--- src/rtl/flow_bus_arbiter_pkg.sv ---
// Shared types and helpers for the flow bus arbiter.
// Holds the lock FSM encoding and a constant-foldable clog2.
package flow_bus_arbiter_pkg;

    typedef enum logic {
        ARB_UNLOCKED = 1'b0,
        ARB_LOCKED   = 1'b1
    } arb_state_e;

    // Width needed to index n items; never less than one bit.
    function automatic int unsigned clog2(input int unsigned n);
        int unsigned bits;
        int unsigned span;
        bits = 0;
        span = 1;
        while (span < n) begin
            span = span << 1;
            bits = bits + 1;
        end
        return (bits == 0) ? 1 : bits;
    endfunction

endpackage

--- src/rtl/flow_bus_arbiter_select.sv ---
// Combinational round-robin finder: first set request at or after ptr_i, wrapping.
// Reusable by any arbiter that keeps its own pointer.
module rr_priority_select #(
    parameter int unsigned N  = 4,
    parameter int unsigned IW = 2
) (
    input  logic [N-1:0]  req_i,
    input  logic [IW-1:0] ptr_i,
    output logic          found_c,
    output logic [IW-1:0] idx_c
);

    always_comb begin
        int unsigned pos;
        found_c = 1'b0;
        idx_c   = '0;
        pos     = 0;
        for (int k = 0; k < int'(N); k++) begin
            pos = int'(ptr_i) + unsigned'(k);
            if (pos >= N) begin
                pos = pos - N;
            end
            if (!found_c && req_i[IW'(pos)]) begin
                found_c = 1'b1;
                idx_c   = IW'(pos);
            end
        end
    end

endmodule

--- src/rtl/flow_bus_arbiter.sv ---
// Round-robin merge of NUM_PORTS flow buses onto one registered downstream bus,
// optionally holding the grant for a whole packet (up_last terminated).
module flow_bus_arbiter
    import flow_bus_arbiter_pkg::*;
#(
    parameter int unsigned NUM_PORTS  = 4,
    parameter int unsigned DATA_WIDTH = 16,
    parameter int unsigned USE_LAST   = 1,
    parameter int unsigned PORT_BITS  = clog2(NUM_PORTS)
) (
    input  logic                            clk,
    input  logic                            rst,
    input  logic [NUM_PORTS-1:0]            up_valid,
    input  logic [NUM_PORTS*DATA_WIDTH-1:0] up_data,
    input  logic [NUM_PORTS-1:0]            up_last,
    output logic [NUM_PORTS-1:0]            up_ready,
    output logic                            down_valid,
    output logic [DATA_WIDTH-1:0]           down_data,
    output logic                            down_last,
    output logic [PORT_BITS-1:0]            down_port,
    input  logic                            down_ready,
    output logic                            locked
);

    arb_state_e              state_q, state_d;
    logic [PORT_BITS-1:0]    lock_idx_q, lock_idx_d;
    logic [PORT_BITS-1:0]    rr_ptr_q, rr_ptr_d;
    logic                    down_valid_q, down_valid_d;
    logic [DATA_WIDTH-1:0]   down_data_q, down_data_d;
    logic                    down_last_q, down_last_d;
    logic [PORT_BITS-1:0]    down_port_q, down_port_d;

    logic                    can_load_c;
    logic                    rr_found_c;
    logic [PORT_BITS-1:0]    rr_idx_c;
    logic [PORT_BITS-1:0]    sel_c;
    logic [PORT_BITS-1:0]    next_ptr_c;
    logic                    sel_last_c;
    logic                    xfer_c;

    rr_priority_select #(
        .N  (NUM_PORTS),
        .IW (PORT_BITS)
    ) u_select (
        .req_i   (up_valid),
        .ptr_i   (rr_ptr_q),
        .found_c (rr_found_c),
        .idx_c   (rr_idx_c)
    );

    // Grant, handshake and lock FSM next-state.
    always_comb begin
        state_d      = state_q;
        lock_idx_d   = lock_idx_q;
        rr_ptr_d     = rr_ptr_q;
        down_valid_d = down_valid_q;
        down_data_d  = down_data_q;
        down_last_d  = down_last_q;
        down_port_d  = down_port_q;
        up_ready     = '0;

        can_load_c = ~down_valid_q | down_ready;
        sel_c      = (state_q == ARB_LOCKED) ? lock_idx_q : rr_idx_c;
        if (can_load_c && ((state_q == ARB_LOCKED) || rr_found_c)) begin
            up_ready[sel_c] = 1'b1;
        end
        xfer_c     = up_valid[sel_c] & up_ready[sel_c];
        sel_last_c = (USE_LAST != 0) && up_last[sel_c];
        // Explicit compare keeps the wrap right for non-power-of-two port counts.
        next_ptr_c = (sel_c == PORT_BITS'(NUM_PORTS - 1)) ? '0 : sel_c + PORT_BITS'(1);

        if (xfer_c) begin
            down_valid_d = 1'b1;
            down_data_d  = up_data[32'(sel_c) * DATA_WIDTH +: DATA_WIDTH];
            down_last_d  = sel_last_c;
            down_port_d  = sel_c;
            if (USE_LAST == 0) begin
                rr_ptr_d = next_ptr_c;
            end else begin
                unique case (state_q)
                    ARB_UNLOCKED: begin
                        if (sel_last_c) begin
                            rr_ptr_d = next_ptr_c;
                        end else begin
                            state_d    = ARB_LOCKED;
                            lock_idx_d = sel_c;
                        end
                    end
                    ARB_LOCKED: begin
                        if (sel_last_c) begin
                            state_d  = ARB_UNLOCKED;
                            rr_ptr_d = next_ptr_c;
                        end
                    end
                endcase
            end
        end else if (down_ready) begin
            down_valid_d = 1'b0;
        end
    end

    always_ff @(posedge clk or posedge rst) begin
        if (rst) begin
            state_q      <= ARB_UNLOCKED;
            lock_idx_q   <= '0;
            rr_ptr_q     <= '0;
            down_valid_q <= 1'b0;
            down_data_q  <= '0;
            down_last_q  <= 1'b0;
            down_port_q  <= '0;
        end else begin
            state_q      <= state_d;
            lock_idx_q   <= lock_idx_d;
            rr_ptr_q     <= rr_ptr_d;
            down_valid_q <= down_valid_d;
            down_data_q  <= down_data_d;
            down_last_q  <= down_last_d;
            down_port_q  <= down_port_d;
        end
    end

    assign down_valid = down_valid_q;
    assign down_data  = down_data_q;
    assign down_last  = down_last_q;
    assign down_port  = down_port_q;
    assign locked     = (state_q == ARB_LOCKED);

endmodule

--- config.mk ---
export PLATFORM = sky130hd
export DESIGN_NAME = flow_bus_arbiter
export DESIGN_NICKNAME = d
export VERILOG_FILES = /design/src/rtl/flow_bus_arbiter_pkg.sv /design/src/rtl/flow_bus_arbiter_select.sv /design/src/rtl/flow_bus_arbiter.sv
export SDC_FILE = /design/constraint.sdc
export NUM_CORES = 1
export LEC_CHECK = 0
export ABC_AREA = 1
export BUFFER_PORTS_ARGS = -buffer_cell sky130_fd_sc_hd__clkbuf_2
export CAP_MARGIN = 5
export CORE_MARGIN = 8
export CORE_UTILIZATION = 30
export CTS_CLUSTER_SIZE = 24
export DETAILED_ROUTE_END_ITERATION = 10
export PLACE_DENSITY = 0.53
export REMOVE_ABC_BUFFERS = 1
export SKIP_CTS_REPAIR_TIMING = 1
export SLEW_MARGIN = 20
export SYNTH_ARGS = -nofsm -noshare
export SYNTH_HDL_FRONTEND = slang
export SYNTH_SLANG_ARGS = --single-unit
--- constraint.sdc ---
create_clock -name clk -period 7.55 [get_ports clk]
set_input_delay 1.8875 -clock clk [delete_from_list [all_inputs] [get_ports clk]]
set_output_delay 1.8875 -clock clk [all_outputs]
set_load 0.02 [all_outputs]
## Yosys cells after proc, flatten, opt, wreduce, memory -nomap -nowiden

Cells that the tools add are included.

| word-level totals | value |
|---|---|
| bits in read-only memories | 0 |
| output and inout bits | 25 |
| bits in writable memories | 0 |
| input bits | 75 |
| register bits | 25 |
| latch bits | 0 |
| word-level logic and storage cells | 79 |
| memories kept | 0 |

| cells by class | value |
|---|---|
| shift-type cells | 1 |
| equality and inequality tests | 1 |
| reductions and logical operators | 12 |
| divide/modulo/power cells | 0 |
| order comparisons | 10 |
| bitwise operators | 5 |
| add/subtract/negate cells | 8 |
| $mul | 0 |
| multiplexer cells | 35 |

Operators by type and width:

| cell | number |
|---|---|
| indexed part select 64 x 7 -> 16 bit | 1 |
| two-way mux 2 bit | 11 |
| < comparator 2 x 3 -> 1 bit (second input constant) | 5 |
| two-way mux 1 bit | 15 |
| binary-select mux 1 bit (select 2 bit) | 7 |
| greater-or-equal comparator 3 bit (second input constant) | 3 |
| subtractor 2 x 1 -> 2 bit (second input constant) | 4 |
| adder 2 x 2 -> 3 bit (second input constant) | 2 |
| logical AND 1 bit | 5 |
| two-way mux 4 bit | 1 |
| adder 2 x 1 -> 3 bit (second input constant) | 1 |
| greater-or-equal comparator 2 x 3 -> 1 bit (second input constant) | 1 |
| logical NOT 1 bit | 3 |
| NOT 1 bit | 3 |
| AND reduction 3 bit | 1 |
| adder 2 x 1 -> 2 bit (second input constant) | 1 |
| demux 1 bit (select 2 bit) | 1 |
| == test 2 bit (second input constant) | 1 |
| greater-or-equal comparator 2 x 1 -> 1 bit (second input constant) | 1 |
| AND reduction 2 bit | 1 |
| nonzero test 2 bit | 1 |
| AND 1 bit | 1 |
| logical OR 1 bit | 1 |
| OR 1 bit | 1 |

## Logic depth before layout (Yosys ltp)

Gate-level depths: netlist of run 1.

| logic depth | value |
|---|---|
| word-level depth | 24 |
| depth in mapped cells | 24 |
| depth with buffers taken out | 22 |

## Modules after synthesis

A second synthesis of run 1 with hierarchy kept.

| second synthesis, totals | value |
|---|---|
| cells, all modules | 318 |
| area total of the unflattened synthesis | 2016.9 sq um |

By module, submodules not included:

| module | cells an instance | times used | area each (sq um) |
|---|---|---|---|
| flow_bus_arbiter | 259 | 1 | 1697.9 |
| rr_priority_select | 59 | 1 | 319.1 |

## Worst setup path before layout of run 1

Ideal clock, no wire load.

| timing | value |
|---|---|
| path type | input-to-output |
| from | input up_valid[1] |
| to | output up_ready[0] |
| slack | 2.115 ns |
| cell stages on the path | 16 |
| data arrival time | 3.547 ns |
| required time | 5.662 ns |
| cells stage by stage | inv_1 -> nand2_1 -> nand3_1 -> nand2_2 -> nor2_4 -> nand3_1 -> nand2_1 -> inv_1 -> nand2_1 -> nand2_1 -> inv_2 -> buf_2 -> buf_2 -> ha_1 -> inv_1 -> nor2_1 |

| on the way | value |
|---|---|
| cells in the longest elaborated chain, start to end | 18 |
| elaborated cells on any way between the ends | 31 |

Ends and longest elaborated chain:

| element | RTL line | text |
|---|---|---|
| from (decl) | flow_bus_arbiter.sv:13 | `input logic [NUM_PORTS-1:0] up_valid,` |
| binary-select mux 1 bit (select 2 bit) | flow_bus_arbiter_select.sv:23 | `if (!found_c && req_i[IW'(pos)]) begin` |
| two-way mux 1 bit (not written as such) | flow_bus_arbiter_select.sv:23 |  |
| two-way mux 1 bit | flow_bus_arbiter_select.sv:23 |  |
| logical NOT 1 bit | flow_bus_arbiter_select.sv:23 |  |
| logical AND 1 bit | flow_bus_arbiter_select.sv:23 |  |
| two-way mux 1 bit | flow_bus_arbiter_select.sv:23 |  |
| logical NOT 1 bit | flow_bus_arbiter_select.sv:23 |  |
| logical AND 1 bit | flow_bus_arbiter_select.sv:23 |  |
| [2 not listed] | - |  |
| logical AND 1 bit | flow_bus_arbiter_select.sv:23 |  |
| two-way mux 2 bit | flow_bus_arbiter_select.sv:23 |  |
| two-way mux 2 bit | flow_bus_arbiter.sv:63 | `sel_c = (state_q == ARB_LOCKED) ? lock_idx_q : rr_idx_c;` |
| < comparator 2 x 3 -> 1 bit (not written as such) / greater-or-equal comparator 2 x 1 -> 1 bit (equally long branches) | flow_bus_arbiter.sv:65 | `up_ready[sel_c] = 1'b1;` |
| logical AND 1 bit (not written as such) | flow_bus_arbiter.sv:65 |  |
| two-way mux 1 bit (not written as such) | flow_bus_arbiter.sv:65 |  |
| demux 1 bit (select 2 bit) | flow_bus_arbiter.sv:65 |  |
| two-way mux 4 bit * | flow_bus_arbiter.sv:64 | `if (can_load_c && ((state_q == ARB_LOCKED) \|\| rr_found_c)) begin` |
| to (decl) | flow_bus_arbiter.sv:16 | `output logic [NUM_PORTS-1:0] up_ready,` |

Mark *: on every way between the ends. The rest lies on a longest branch, timed or not. The select of a mux whose other input is x is not followed.

## Worst setup path after layout of run 1

Same ends and word-level chain as after synthesis.

==> results of run 1 <==
## how the worst max path moves through the flow
stage | to | cells past startpoint
2_1_floorplan | up_ready[2] | 12
3_3_place_gp | up_ready[0] | 17
3_5_place_dp | up_ready[0] | 17
4_1_cts | up_ready[0] | 17
5_1_grt | up_ready[0] | 17
6_report | up_ready[0] | 17
## state kept, by name (all words and copies together) (netlist names)
name,cells
lock_idx_q,2
rr_ptr_q,2
locked,1
down_data,16
down_valid,1
down_port,2
down_last,1
## layout by cell type, fill, tap and decap left out, drive strengths merged
master  synthesis  routed
buf            12       2
and2            1       1
inv            39      38
clkinv          0       1
clkbuf          3     103
ha              2       2
o22ai          16      16
nand4           2       2
a21oi           1       1
nand2         146     146
nand3          21      21
o21ai          24      24
nor2           41      41
dfrtp          25      25
## cell usage after synthesis
library cell  instances  area (sq um)
nor2_1               40           150
o21ai_1               3          15.0
ha_1                  2          25.0
nand3_2               3          30.0
o21ai_0              21           105
inv_2                 5          18.8
nor2_4                1          11.3
and2_1                1          6.26
nand3_1              18          90.1
a21oi_1               1          5.00
nand2_4               2          22.5
buf_4                 2          15.0
dfrtp_1              25           626
o22ai_1              16           100
buf_2                 6          30.0
buf_6                 3          33.8
nand2_1             135           507
nand4_1               2          12.5
clkbuf_1              3          11.3
buf_1                 1          3.75
nand2_2               9          56.3
inv_6                 1          8.76
inv_1                33           124
## logic make-up (layout without fill, tap and decap cells)
| group | after synthesis | in the layout | share of synthesized area, % |
|---|---|---|---|
| and+or+nand+nor | 211 | 211 | 44.1 |
| buffers and inverters | 54 | 144 | 12.2 |
| AOI/OAI and AO/OA | 41 | 41 | 11.2 |
| DFF | 25 | 25 | 31.2 |
| adders and majority gates | 2 | 2 | 1.25 |
## worst max-delay path: stages
cell,delay [ns]
clkbuf_2,0.09
inv_1,0.10
nand2_1,0.10
nand3_1,0.14
nand2_2,0.10
nor2_4,0.13
nand3_1,0.07
nand2_1,0.06
inv_1,0.04
nand2_1,0.05
nand2_1,0.04
buf_4,0.22
inv_2,0.29
ha_1,0.21
inv_1,0.04
nor2_1,0.12
clkbuf_2,0.20
## final cells by class
| cell class | instances | area [sq um] | share of cell area [%] |
|---|---|---|---|
| multi-input combinational | 254 | 1140 | 44.2 |
| sequential | 25 | 626 | 24.4 |
| clock buffer | 4 | 45.0 | 1.75 |
| tap | 80 | 100 | 3.90 |
| inverter | 39 | 151 | 5.89 |
| timing repair buffer | 101 | 510 | 19.9 |
## power by group through the flow
stage | sequential (W) | clock [W] | combinational [W]
floorplan | 0.000316 | 0 | 0.000775
global placement | 0.000263 | 0 | 0.00114
detailed placement | 0.000259 | 0 | 0.00116
CTS | 0.000258 | 0.0000860 | 0.00116
global route | 0.000267 | 0.0000919 | 0.00131
finish | 0.000258 | 0.0000810 | 0.00113
## through the flow
stage	power [W]	setup WS (ns)
6_report	0.00147	1.78
5_1_grt	0.00167	1.52
3_3_place_gp	0.00140	1.83
2_1_floorplan	0.00109	1.84
4_1_cts	0.00150	1.76
3_5_place_dp	0.00142	1.77
## metal layers
metal | vias up | part of all wire, %
met2 | 65 | 45
met1 | 993 | 46
met4 | 0 | 0.47
met3 | 2 | 8.8
li1 | 1217 | -
met5 | - | 0
==> flow_metrics.tcl, run 1 <==
set metrics [dict create \
    busiest_layer "met2" \
    via_per_inst 4.53 \
    reg2reg_depth 22 \
    dpl.hpwl_um 4870 \
    reg2reg_from "rr_ptr_q[0]" \
    overflow 0 \
    drive_gt1_share_pct 29.6 \
    ys_seq_area_share_pct 31.2 \
    fmax_mhz 173 \
    place_inst 499 \
    grt_pass1_vias 2486 \
    drt_iter0_markers 87 \
    n_fill_cell 745 \
    fin_util_pct 38.7 \
    slew-limit-headroom_pct 37.2 \
    holdCritPathClass "register to register" \
    h-tree-depth 1 \
    place_congestion 0.795 \
    root_buffer "clkbuf_8" \
    finalNetCount 501 \
    rrSetupSlack_ns 4.30 \
    seqPwrFrac_pct 17.5 \
    clk_pin_slew_ns 0.09 \
    die_h_um 97.8 \
    dr.pass1.iters 4 \
    final_cells 503 \
    antenna_found_initial 0 \
    dieArea_sq_mm 0.00956 \
    fin_area_sq_mm 0.00257 \
    insertion_delay_ns 0.27 \
    yosysWarnings 0 \
    path_class "input pin to output port" \
    fin_crit_sh_pct 76.4 \
    portBuffers 99 \
    grt.met2_usage_pct 23.8 \
    cellPowerDensity_mw_per_mm2 573 \
    initial_core_util_pct 30.2 \
    core.rowCount 30 \
    cts_sinks 25 \
    ys_seq_elements 25 \
    grt.met3_usage_pct 5.41 \
    synth.avg_cell_area_sq_um 6.03 \
    synthCells 333 \
    end_kind "output port" \
    p_leak_nw 1.54 \
    drc 0 \
    tightest_slew_ns 0.936 \
    peakVddDrop_mv 0.182 \
    maxSlewViolCount 0 \
    intPower_w 0.000599 \
    use_met1_pct 15.9 \
    rsz0062_at_grt "false" \
    clk_path_buf_depth 2 \
    setup_violations 0 \
    min_period_ns 5.77 \
    hold_depth 2 \
    critPathRequiredTime_ns 5.66 \
    p_switching_w 0.000873 \
    grt_use_total_pct 13.9 \
    placed_cell_area_sq_mm 0.00252 \
    syn-cell-area_sq_mm 0.00201 \
    skew_ns 0.00303 \
    drv_cap 0 \
    p_clk_share_pct 5.5 \
    core_area_sq_mm 0.00664 \
    tns_ns 0 \
    syn_to_final_growth_pct 28.0 \
    crit_path_start "up_valid[1]" \
    synth_cell_type_count 23 \
    r2r_end "rr_ptr_q[1]" \
    switching_share_pct 59.3 \
    worstHoldStart "down_last" \
    hold_end "down_last" \
    drt-wirelength-per-cell_um 12.6 \
    crit_arrival_ns 3.88 \
    fp.dieW_um 97.8 \
    start_kind "input pin" \
    io_pins 100 \
    finalHoldViolations 0 \
    grt_max_degree 56 \
    hold_ws_ns 0.480 \
    cts_buffers 3 \
    outcome "complete, no violations" \
    vias 2277 \
    cts_tree "yes" \
    wl_um 6340 \
    p_comb_share_pct 77.0 \
    drtAntennaViolNets 0 \
    critPathMaxFanout 24 \
    grt_pass1_wl_um 11100 \
    diodes 0 \
]
No activity file was read; power rests on OpenSTA's default activity.
==> run 2: changes to the inputs <==
clock period = 5.9 ns   (was 7.55 ns; I/O delays follow)
==> flow_metrics.tcl, run 2 (synthesis results as in run 1) <==
set metrics [dict create \
    outcome "complete, no violations" \
    cts_sinks 25 \
    p_comb_share_pct 77.0 \
    final_cells 503 \
    path_class "input pin to output port" \
    max_stage_delay_ns 0.44 \
    grt_pass1_wl_um 11000 \
    drt_iter0_markers 101 \
    cellPowerDensity_mw_per_mm2 735 \
    drt-wirelength-per-cell_um 12.8 \
    cts_tree "yes" \
    skew_ns 0.00166 \
    die_h_um 97.8 \
    peakVddDrop_mv 0.213 \
    tns_ns 0 \
    final_common_cell "nand2_1" \
    portBuffers 99 \
    crit_arrival_ns 3.37 \
    vias 2322 \
    placed_cell_area_sq_mm 0.00252 \
    fin_crit_sh_pct 82.2 \
    finalHoldViolations 0 \
    critPathMaxFanout 55 \
    crit_family "simple AND/OR/NAND/NOR gates" \
    place_congestion 0.776 \
    drtAntennaViolNets 0 \
    grt_max_degree 56 \
    holdCritPathClass "register to register" \
    reg2reg_depth 21 \
    end_kind "output port" \
    power.total_w 0.00189 \
    slew-limit-headroom_pct 35.2 \
    seqPwrFrac_pct 17.5 \
    drc 0 \
    clk_path_buf_depth 2 \
    path_cells "clkbuf_2 > inv_1 > nand2_1 > nand3_1 > nand2_2 > nor2_4 > nand3_2 > nand2_1 > nand3_2 > nand2_2 > buf_4 > nand2_2 > nor2_1 > clkbuf_2" \
    p_leak_nw 1.54 \
    rsz0062_at_grt "false" \
    antenna_found_initial 0 \
    dpl.hpwl_um 4850 \
    fmax_mhz 206 \
    syn_to_final_growth_pct 28.0 \
    dr.pass1.iters 4 \
    diodes 0 \
    io_pins 100 \
    insertion_delay_ns 0.27 \
    slowest_stage "buf_4" \
    fin_area_sq_mm 0.00257 \
    fp.dieW_um 97.8 \
    h-tree-depth 1 \
    wl_um 6430 \
    p_switching_w 0.00112 \
    clk_pin_slew_ns 0.09 \
    start_kind "input pin" \
    via_per_inst 4.62 \
    path_buf_inv 4 \
    dieArea_sq_mm 0.00956 \
    drive_gt1_share_pct 29.6 \
    largest_reg_flops 16 \
    p_clk_share_pct 5.5 \
    grt_use_total_pct 13.7 \
    layout_common_cells "nand2_1 (135), clkbuf_2 (99), nor2_1 (40)" \
    hold_depth 2 \
    cp_num_cells 14 \
    switching_share_pct 59.5 \
    setup_violations 0 \
    initial_core_util_pct 30.2 \
    root_buffer "clkbuf_8" \
    cp_common_cell "nand2_2" \
    tightest_slew_ns 0.966 \
    cts_buffers 3 \
    grt_pass1_vias 2414 \
    core_area_sq_mm 0.00664 \
    drv_cap 0 \
    min_period_ns 4.85 \
    place_inst 499 \
    finalNetCount 501 \
    critPathRequiredTime_ns 4.43 \
    core.rowCount 30 \
    overflow 0 \
    maxSlewViolCount 0 \
    intPower_w 0.000764 \
]
## run 2: layout make-up
type                    instances  area, sq um
fillers                       759         4080
multi-input cells             254         1140
clock buffers                   4         45.0
well taps                      80          100
repair buffers                101          510
flip-flops and latches         25          626
inverters                      39          151
## run 2: power by group through the flow
| stage | registers, W | clock network [W] | logic (W) |
|---|---|---|---|
| final | 0.000331 | 0.000104 | 0.00145 |
| after detailed placement | 0.000331 | 0 | 0.00149 |
| after global routing | 0.000343 | 0.000116 | 0.00167 |
| after CTS | 0.000330 | 0.000109 | 0.00149 |
| after global placement | 0.000336 | 0 | 0.00147 |
| after floorplan | 0.000404 | 0 | 0.000991 |
## run 2: layer usage
layer	wire length [um]	vias up	global-route usage (%)	part of all wire, %
met3	479	7	4.69	7.4
met5	0	-	0	0
li1	-	1213	-	-
met2	2940	69	22.9	46
met1	2940	1033	16.4	46
met4	74	0	3.24	1.2
## run 2: tightest hold or removal path, cell delays in order (launching register included)
cell     delay [ns]
dfrtp_1        0.35
nand2_1        0.05
nand2_1        0.05
## run 2: final timing paths
path | start | end | slack (ns)
max | up_valid[1] | up_ready[3] | 1.05
min | down_last | down_last | 0.48
max reg2reg | rr_ptr_q[0] | rr_ptr_q[1] | 2.82
min reg2reg | down_last | down_last | 0.48
min in group asynchronous | rst | down_data[3] | 1.28
max in group asynchronous | rst | down_data[12] | 4.18
## run 2: stage by stage
| step | hold WS, ns | worst slack [ns] | utilization [%] |
|---|---|---|---|
| 2_1_floorplan | 0.468 | 1.02 | - |
| 3_3_place_gp | 0.460 | 1.12 | 38.0 |
| 3_5_place_dp | 0.466 | 1.06 | 38.0 |
| 4_1_cts | 0.491 | 1.05 | 38.7 |
| 5_1_grt | 0.518 | 0.753 | 38.7 |
| 6_report | 0.483 | 1.05 | 38.7 |
==> run 3: changes to the inputs <==
ABC_AREA = 0   (was 1)
PLACE_DENSITY = 0.55   (was 0.53)
clock period = 4.6 ns   (was 5.9 ns; I/O delays follow)
==> flow_metrics.tcl, run 3 <==
set metrics [dict create \
    tns_ns 0 \
    min_period_ns 4.03 \
    drt_iter0_markers 32 \
    drt-wirelength-per-cell_um 13.7 \
    critPathRequiredTime_ns 3.45 \
    drive_gt1_share_pct 45.3 \
    io_pins 100 \
    fmax_mhz 248 \
    vias 1691 \
    synth.avg_cell_area_sq_um 9.49 \
    skew_ns 0.00383 \
    p_clk_share_pct 7.9 \
    start_kind "input pin" \
    synth_ff_type "dfrtp_1" \
    synth_area_leaders "dfrtp_1 (34%), mux2i_1 (20%), mux2_2 (10%)" \
    fp.dieW_um 94.4 \
    synth_commonest_cells "mux2i_1 (36), nand2_1 (30), dfrtp_1 (25)" \
    dieArea_sq_mm 0.00890 \
    crit_family "compound AO/OA/AOI/OAI gates" \
    critPathMaxFanout 9 \
    path_buf_inv 2 \
    via_per_inst 4.70 \
    multiInputGateArea_sq_mm 0.00111 \
    core.rowCount 28 \
    switching_share_pct 46.4 \
    peakVddDrop_mv 0.242 \
    synth_most_common_cell "mux2i_1" \
    maxSlewViolCount 0 \
    place_congestion 0.834 \
    p_leak_nw 1.35 \
    drc 0 \
    max_stage_delay_ns 0.78 \
    setup_violations 0 \
    tightest_slew_ns 0.980 \
    antenna_found_initial 0 \
    cellPowerDensity_mw_per_mm2 670 \
    p_comb_share_pct 66.7 \
    p_switching_w 0.000751 \
    root_buffer "clkbuf_8" \
    fin_crit_sh_pct 87.6 \
    cts_buffers 3 \
    synthCells 194 \
    n_fill_cell 625 \
    cts_tree "yes" \
    wl_um 4950 \
    ys_seq_area_share_pct 34.0 \
    synth_cell_type_count 32 \
    synth-async-reset-ratio_pct 100 \
    ys_seq_elements 25 \
    overflow 0 \
    slew-limit-headroom_pct 34.0 \
    end_kind "output port" \
    pre_cts_ws_ns 0.555 \
    seqPwrFrac_pct 25.4 \
    portBuffers 99 \
    core_area_sq_mm 0.00592 \
    final_common_cell "clkbuf_2" \
    insertion_delay_ns 0.26 \
    dr.pass1.iters 4 \
    grt_pass1_wl_um 8420 \
    diodes 0 \
    seq_area_sq_um 626 \
    path_cells "clkbuf_2 > nand2_1 > nand4_1 > a21oi_1 > o21ai_0 > nand2_1 > nor2_1 > clkbuf_2" \
    syn_to_final_growth_pct 31.2 \
    outcome "complete, no violations" \
    drtAntennaViolNets 0 \
    finalNetCount 363 \
    h-tree-depth 1 \
    drv_cap 0 \
    crit_arrival_ns 2.88 \
    finalHoldViolations 0 \
    rsz0062_at_grt "false" \
    clk_path_buf_depth 2 \
    cts_sinks 25 \
    yosysWarnings 0 \
    synth_top_area_share_pct 34.0 \
    setup_ws_ns 0.569 \
    initial_core_util_pct 31.1 \
    power.total_w 0.00162 \
    dpl.hpwl_um 4010 \
    slowest_stage "o21ai_0" \
    largest_reg_flops 16 \
    layout_common_cells "clkbuf_2 (99), mux2i_1 (36), nand2_1 (30)" \
    synth_edf_count 0 \
    grt_pass1_vias 1833 \
    syn-cell-area_sq_mm 0.00184 \
    grt_use_total_pct 11.5 \
    yosysTopAreaCell "dfrtp_1" \
    holdCritPathClass "register to register" \
    intPower_w 0.000868 \
    path_class "input pin to output port" \
    hold_ws_ns 0.484 \
    grt_max_degree 39 \
    die_h_um 94.4 \
    clk_pin_slew_ns 0.08 \
]
[run 3: power by group through the flow]
stage               Sequential, W  Combinational [W]  Clock [W]
CTS                      0.000412            0.00111   0.000136
global placement         0.000416            0.00109          0
global route             0.000427            0.00122   0.000147
detailed placement       0.000414            0.00111          0
floorplan                0.000512           0.000707          0
finish                   0.000411            0.00108   0.000127
[run 3: kinds of logic after synthesis]
group | after synthesis | synth area share, %
buf+inv | 22 | 5.77
simple gates | 51 | 12.8
flops | 25 | 34.0
fa+ha+maj | 2 | 1.36
compound gates | 36 | 11.3
mux | 58 | 34.8
[run 3: area by class of cell]
| type | count | area share [%] |
|---|---|---|
| Multi-Input combinational cell | 147 | 46.0 |
| Sequential cell | 25 | 25.9 |
| Timing Repair Buffer | 101 | 21.1 |
| Tap cell | 75 | 3.88 |
| Clock buffer | 4 | 1.86 |
| Inverter | 8 | 1.24 |
[run 3: per-stage QoR]
stage	util, %	cell area [sq um]	std cells
after detailed placement	40.0	2370	356
after CTS	40.8	2420	360
final	40.8	2420	360
after floorplan	-	1770	180
after global routing	40.8	2420	360
after global placement	40.0	2370	356
[run 3: path summary, 6_finish.rpt]
check | startpoint | to | slack [ns] | cells after the start
setup / recovery | up_valid[0] | up_ready[1] | 0.57 | 8
hold / removal | down_data[6] | down_data[6] | 0.48 | 2
setup reg to reg | rr_ptr_q[1] | lock_idx_q[1] | 1.32 | 9
hold reg to reg | down_data[6] | down_data[6] | 0.48 | 2
max in group asynchronous | rst | down_data[7] | 2.98 | 2
min in group asynchronous | rst | down_data[2] | 1.06 | 2
[run 3: worst min-delay path, cell delays in order, from the launching register on]
cell and delay [ns]:
dfrtp_1 0.34, nand2_1 0.04, o21ai_0 0.06
[run 3: metal layers]
metal | GRT usage, % | vias up | part of all wire [%]
met1 | 14.3 | 764 | 42
met5 | 0 | - | 0
met3 | 4.21 | 4 | 7.6
li1 | - | 868 | -
met4 | 1.98 | 0 | 0.99
met2 | 18.8 | 55 | 49
